[src/rtl/norm_shift_left.sv]
// Two-stage left normalizer: stage 1 captures the operand and its leading-zero count,
// stage 2 shifts and adjusts the exponent. Define NORM_SHIFT_LEFT_DENORM_EN for the denormal clamp.
module norm_shift_left #(
  parameter int DATA_WIDTH   = 32,
  parameter int SELECT_WIDTH = 5,
  parameter int EXP_WIDTH    = 8
) (
  input  logic                    clk,
  input  logic                    rst_n,
  input  logic                    in_valid,
  output logic                    in_ready,
  input  logic [DATA_WIDTH-1:0]   in_mant,
  input  logic [EXP_WIDTH-1:0]    in_exp,
  output logic                    out_valid,
  input  logic                    out_ready,
  output logic [DATA_WIDTH-1:0]   out_mant,
  output logic [EXP_WIDTH-1:0]    out_exp,
  output logic [SELECT_WIDTH-1:0] shift_num,
  output logic                    out_zero,
  output logic                    out_uflow
);

  localparam int XW = EXP_WIDTH + 1;

  logic                    v1;
  logic                    v2;
  logic                    adv1;
  logic                    adv2;

  logic [DATA_WIDTH-1:0]   mant1;
  logic [EXP_WIDTH-1:0]    exp1;
  logic [SELECT_WIDTH-1:0] lzc1;
  logic                    zero1;

  logic [SELECT_WIDTH-1:0] lzc_in;
  logic                    zero_in;
  logic                    found;

  logic [XW-1:0]           exp_diff;
  logic                    borrow;
  logic [DATA_WIDTH-1:0]   mant_n;
  logic [EXP_WIDTH-1:0]    exp_n;
  logic [SELECT_WIDTH-1:0] shift_n;
  logic                    zero_n;
  logic                    uflow_n;

  // A stage moves forward when it is empty or its consumer is taking its contents.
  assign adv2      = !v2 || out_ready;
  assign adv1      = !v1 || adv2;
  assign in_ready  = adv1;
  assign out_valid = v2;

  assign zero_in = ~|in_mant;

  always_comb begin
    lzc_in = '0;
    found  = 1'b0;
    for (int i = DATA_WIDTH - 1; i >= 0; i--) begin
      if (!found && in_mant[i]) begin
        lzc_in = SELECT_WIDTH'(DATA_WIDTH - 1 - i);
        found  = 1'b1;
      end
    end
  end

  always_ff @(posedge clk or negedge rst_n) begin
    if (!rst_n) begin
      v1    <= 1'b0;
      mant1 <= '0;
      exp1  <= '0;
      lzc1  <= '0;
      zero1 <= 1'b0;
    end else if (adv1) begin
      v1 <= in_valid;
      if (in_valid) begin
        mant1 <= in_mant;
        exp1  <= in_exp;
        lzc1  <= lzc_in;
        zero1 <= zero_in;
      end
    end
  end

  // The extra exponent bit turns into a borrow flag when the shift would take the exponent negative.
  always_comb begin
    exp_diff = {1'b0, exp1} - XW'(lzc1);
    borrow   = exp_diff[XW-1];
    mant_n   = mant1 << lzc1;
    exp_n    = exp_diff[EXP_WIDTH-1:0];
    shift_n  = lzc1;
    zero_n   = 1'b0;
    uflow_n  = 1'b0;
    if (zero1) begin
      mant_n  = '0;
      exp_n   = '0;
      shift_n = '0;
      zero_n  = 1'b1;
    end else if (borrow) begin
      exp_n   = '0;
      uflow_n = 1'b1;
`ifdef NORM_SHIFT_LEFT_DENORM_EN
      mant_n  = mant1 << exp1;
      shift_n = exp1[SELECT_WIDTH-1:0];
`endif
    end
  end

  always_ff @(posedge clk or negedge rst_n) begin
    if (!rst_n) begin
      v2        <= 1'b0;
      out_mant  <= '0;
      out_exp   <= '0;
      shift_num <= '0;
      out_zero  <= 1'b0;
      out_uflow <= 1'b0;
    end else if (adv2) begin
      v2 <= v1;
      if (v1) begin
        out_mant  <= mant_n;
        out_exp   <= exp_n;
        shift_num <= shift_n;
        out_zero  <= zero_n;
        out_uflow <= uflow_n;
      end
    end
  end

endmodule

[config.mk]
export PLATFORM = sky130hd
export DESIGN_NAME = norm_shift_left
export DESIGN_NICKNAME = d
export VERILOG_FILES = /design/src/rtl/norm_shift_left.sv
export SDC_FILE = /design/constraint.sdc
export NUM_CORES = 1
export LEC_CHECK = 0
export ABC_CLOCK_PERIOD_IN_PS = 3100
export CORE_MARGIN = 2
export CORE_UTILIZATION = 35
export CTS_BUF_LIST = sky130_fd_sc_hd__clkbuf_8
export DETAILED_ROUTE_END_ITERATION = 6
export MAX_ROUTING_LAYER = met4
export RECOVER_POWER = 50
export SLEW_MARGIN = 20
export SYNTH_ARGS = -nofsm -noshare
export SYNTH_HDL_FRONTEND = slang
export SYNTH_SLANG_ARGS = --single-unit
export TNS_END_PERCENT = 20
[constraint.sdc]
create_clock -name clk -period 3.1 [get_ports clk]
set_input_delay 0.62 -clock clk [delete_from_list [all_inputs] [get_ports clk]]
set_output_delay 0.62 -clock clk [all_outputs]
set_load 0.1 [all_outputs]
==> results.rst <==
.. list-table::
   :header-rows: 1

   * - Metric
     - Value
   * - Yosys top cell area share
     - 0.424
   * - Max-slew violation count
     - 0
   * - Signal arrival time at the worst endpoint
     - 2.79 ns
   * - Final weighted congestion in routability-driven placement
     - 0.874
   * - Start-to-end type of the worst setup path
     - flop to flop
   * - Relative slew slack
     - 0.116
   * - Max Buffers Root-to-Sink
     - 2
   * - TritonCTS clock tree
     - done
   * - Summed instance area of the synthesized netlist
     - 0.00561 sq mm
   * - Comb power frac
     - 0.536
   * - Initial Utilization
     - 0.356
   * - Sequential share of power
     - 0.331
   * - Crit path time final
     - 2.54 ns
   * - EDFF count, synth
     - 0
   * - First drt pass iteration count
     - 5
   * - Via-per-instance ratio
     - 5.44
   * - Share of total power consumed by net switching
     - 0.523
   * - Finish-stage setup viols
     - 0
   * - IR Drop Worst-Case VDD
     - 0.000503 V
   * - DRT Wirelength
     - 15.1 mm
   * - Clock transition at the registers of the reported paths
     - 0.10 ns
   * - Proportion of synthesized flip-flops having asynchronous set or reset
     - 1.00
   * - Number of nets in the synthesized netlist
     - 590
   * - Wire length of the first global-routing pass
     - 24.2 mm
   * - Worst Path Required
     - 3.35 ns
   * - Final setup skew
     - 0.0138 ns
   * - Final period utilization
     - 0.819
   * - Leak Pwr
     - 2.83 nW
   * - Number of violations of the max-capacitance limit
     - 0
   * - Final Hold Vio Count
     - 0
   * - Mean routed wirelength per cell
     - 17.9 um
   * - Internal power consumption
     - 2.49 mW
   * - Number of sinks on the clock net
     - 95
   * - Global Route Usage Sum
     - 0.190
   * - Largest net degree at the start of global routing
     - 54
   * - Placed instance count
     - 832
   * - Gate count of the mapped netlist
     - 540
   * - Clock insertion delay at the later pin of the skew report
     - 0.38 ns
   * - Path class of the lowest-slack min-delay path
     - flop to flop
   * - Inserted Diodes
     - 0
   * - Residual DRC count
     - 0
   * - Synth Flop Type
     - dfrtp_1
   * - Yosys top cell by area
     - dfrtp_1
   * - Most instantiated library cell after synthesis
     - dfrtp_1
   * - DRC violation total after the first TritonRoute iteration
     - 290
   * - Highest clock frequency the design can meet
     - 394 MHz
   * - Switching pwr
     - 2.74 mW
   * - Post-layout util
     - 0.428
   * - Clock power frac
     - 0.133
   * - Total gr overflow
     - 0
   * - Width of the chip
     - 131 um
   * - Synth top cells by count
     - 95 x dfrtp_1, 71 x nand2_1, 52 x mux2_2
   * - Actual slew at the worst max-slew pin
     - 1.33 ns
   * - Synth cell types
     - 62
   * - Placeable core region
     - 0.0158 sq mm
   * - Layout cells sized above 1
     - 0.209
   * - Overall via count from detail_route
     - 4,611
   * - Die Outline Area
     - 0.0171 sq mm
   * - CTS H-Tree Depth
     - 3
   * - Seq/Total Area, Yosys
     - 0.424
   * - Setup slack, reg-to-reg
     - 0.56 ns
   * - Cts repair resizes
     - 0
   * - Number of global-route vias before repair
     - 4,399
   * - Kind of end point of the critical path
     - flop
   * - Area added between synthesis and finish
     - 20.1%
   * - Clock tree root driver cell
     - clkbuf_8
   * - Largest cells by area after synthesis
     - dfrtp_1 42%, mux2_2 10%, mux2i_1 8.0%, mux4_2 5.2%, nand2_1 4.7%
   * - Unrepaired setup endpoints after global routing
     - false
   * - # nets final
     - 677
   * - Non-filler cells, final
     - 847
   * - Run status
     - complete, no violations
   * - Synthesized area per cell
     - 10.4 sq um
   * - Number of hold buffers added after cts
     - 0
   * - Initial antenna violation count
     - 0
   * - Maximum net fanout on the critical path
     - 16
   * - Post-route design area
     - 0.00674 sq mm
   * - Summed negative setup slack over all endpoints
     - 0 ns
   * - Power Dens Cells
     - 775 mW/mm^2
   * - Inserted Clock Buffers
     - 9
   * - Launch instance of the worst register-to-register path
     - lzc1[0]$_DFFE_PN0P_
   * - FF+latch count, synth
     - 95
   * - Height of the die
     - 131 um
   * - Category of the worst setup path launch point
     - flop
   * - Syn. warnings
     - 0
   * - Launch point of the worst hold path
     - out_exp[5]$_DFFE_PN0P_
   * - Crit. Startpoint
     - lzc1[0]$_DFFE_PN0P_
   * - IO Port Bufs
     - 92
   * - Number of nets with antenna violations after routing
     - 0
   * - Placed Area
     - 0.00669 sq mm
   * - Dpl hpwl
     - 11.6 mm
   * - Std-Cell Rows
     - 46
   * - Setup bufs post-CTS
     - 0
   * - Boundary pin count
     - 93
==> metal layers <==
metal  GRT usage  wire [um]  up-vias
met4      0.0720        327        0
met1       0.278       7500     2267
met2       0.266       6510      142
li1            -          -     2183
met5           -          0        -
met3      0.0293        799       19
==> area by class of cell <==
cell class,count,area [sq um]
Fill cell,1599,9030
Multi-Input combinational cell,399,3030
Sequential cell,95,2380
Timing Repair Buffer,107,858
Tap cell,216,270
Clock buffer,9,124
Inverter,15,56.3
Clock inverter,6,25.0
==> cell usage in the layout (no fill, tap or decap), drive strengths merged, types with 4 or more instances in the layout <==
cell,netlist,layout
nor4,6,6
dfrtp,95,95
inv,15,19
a22o,4,4
mux2,52,52
nand2,71,71
mux2i,45,45
o221ai,9,9
a22oi,6,6
o31ai,8,8
nand3,9,9
a21oi,15,15
a211oi,4,4
nand2b,6,6
buf,19,41
o211ai,4,4
clkdlybuf4s50,0,41
mux4,13,13
nand4,8,8
nor2,37,37
nor3,6,6
clkbuf,12,33
nor2b,6,6
o21ai,36,36
o22ai,4,4
ha,5,5
==> critical path, stage by stage, from the launching register on <==
cell	delay (ns)
dfrtp_2	0.62
ha_1	0.22
inv_1	0.06
fa_1	0.39
a21oi_1	0.18
o21ai_0	0.19
nor3b_1	0.32
or3_1	0.29
o21ai_0	0.13
==> power groups by stage <==
| stage | Clock (mW) | Combinational (mW) | Sequential [mW] |
|---|---|---|---|
| 4_1_cts | 0.712 | 2.88 | 1.73 |
| 5_1_grt | 0.766 | 2.95 | 1.77 |
| 2_1_floorplan | 0 | 0.868 | 3.03 |
| 3_5_place_dp | 0 | 2.88 | 1.76 |
| 6_report | 0.695 | 2.80 | 1.73 |
| 3_3_place_gp | 0 | 2.85 | 1.75 |
==> flip-flops by register name (all words and copies together), names as in the netlist <==
register / count
out_valid: 1
out_mant: 32
lzc1: 5
shift_num: 5
out_zero: 1
exp1: 8
out_uflow: 1
v1: 1
zero1: 1
out_exp: 8
mant1: 32
==> through the flow <==
step	power (mW)	setup WS, ns	hold slack (ns)
6_report	5.23	0.561	0.483
5_1_grt	5.49	0.376	0.509
4_1_cts	5.33	0.572	0.298
3_5_place_dp	4.64	0.488	0.472
3_3_place_gp	4.60	0.579	0.467
2_1_floorplan	3.90	0.203	0.324
==> cells by family after synthesis <==
kind of cell / after synthesis / share of synthesized area
AO/OA/AOI/OAI: 117 / 0.143
flip-flops: 95 / 0.424
AND/OR/NAND/NOR: 161 / 0.137
adder cells (fa/ha/maj): 6 / 0.0147
buffers and inverters: 46 / 0.0372
multiplexers: 110 / 0.237
XOR/XNOR: 5 / 0.00780
==> worst paths after layout <==
kind,endpoint,cells past startpoint
setup / recovery,out_exp[6]$_DFFE_PN0P_,8
hold / removal,out_exp[5]$_DFFE_PN0P_,2
setup reg to reg,out_exp[6]$_DFFE_PN0P_,8
hold reg to reg,out_exp[5]$_DFFE_PN0P_,2
max in group asynchronous,out_mant[1]$_DFFE_PN0P_,2
min in group asynchronous,mant1[30]$_DFFE_PN0P_,1
Note: power is estimated with default switching activity, not from simulation.
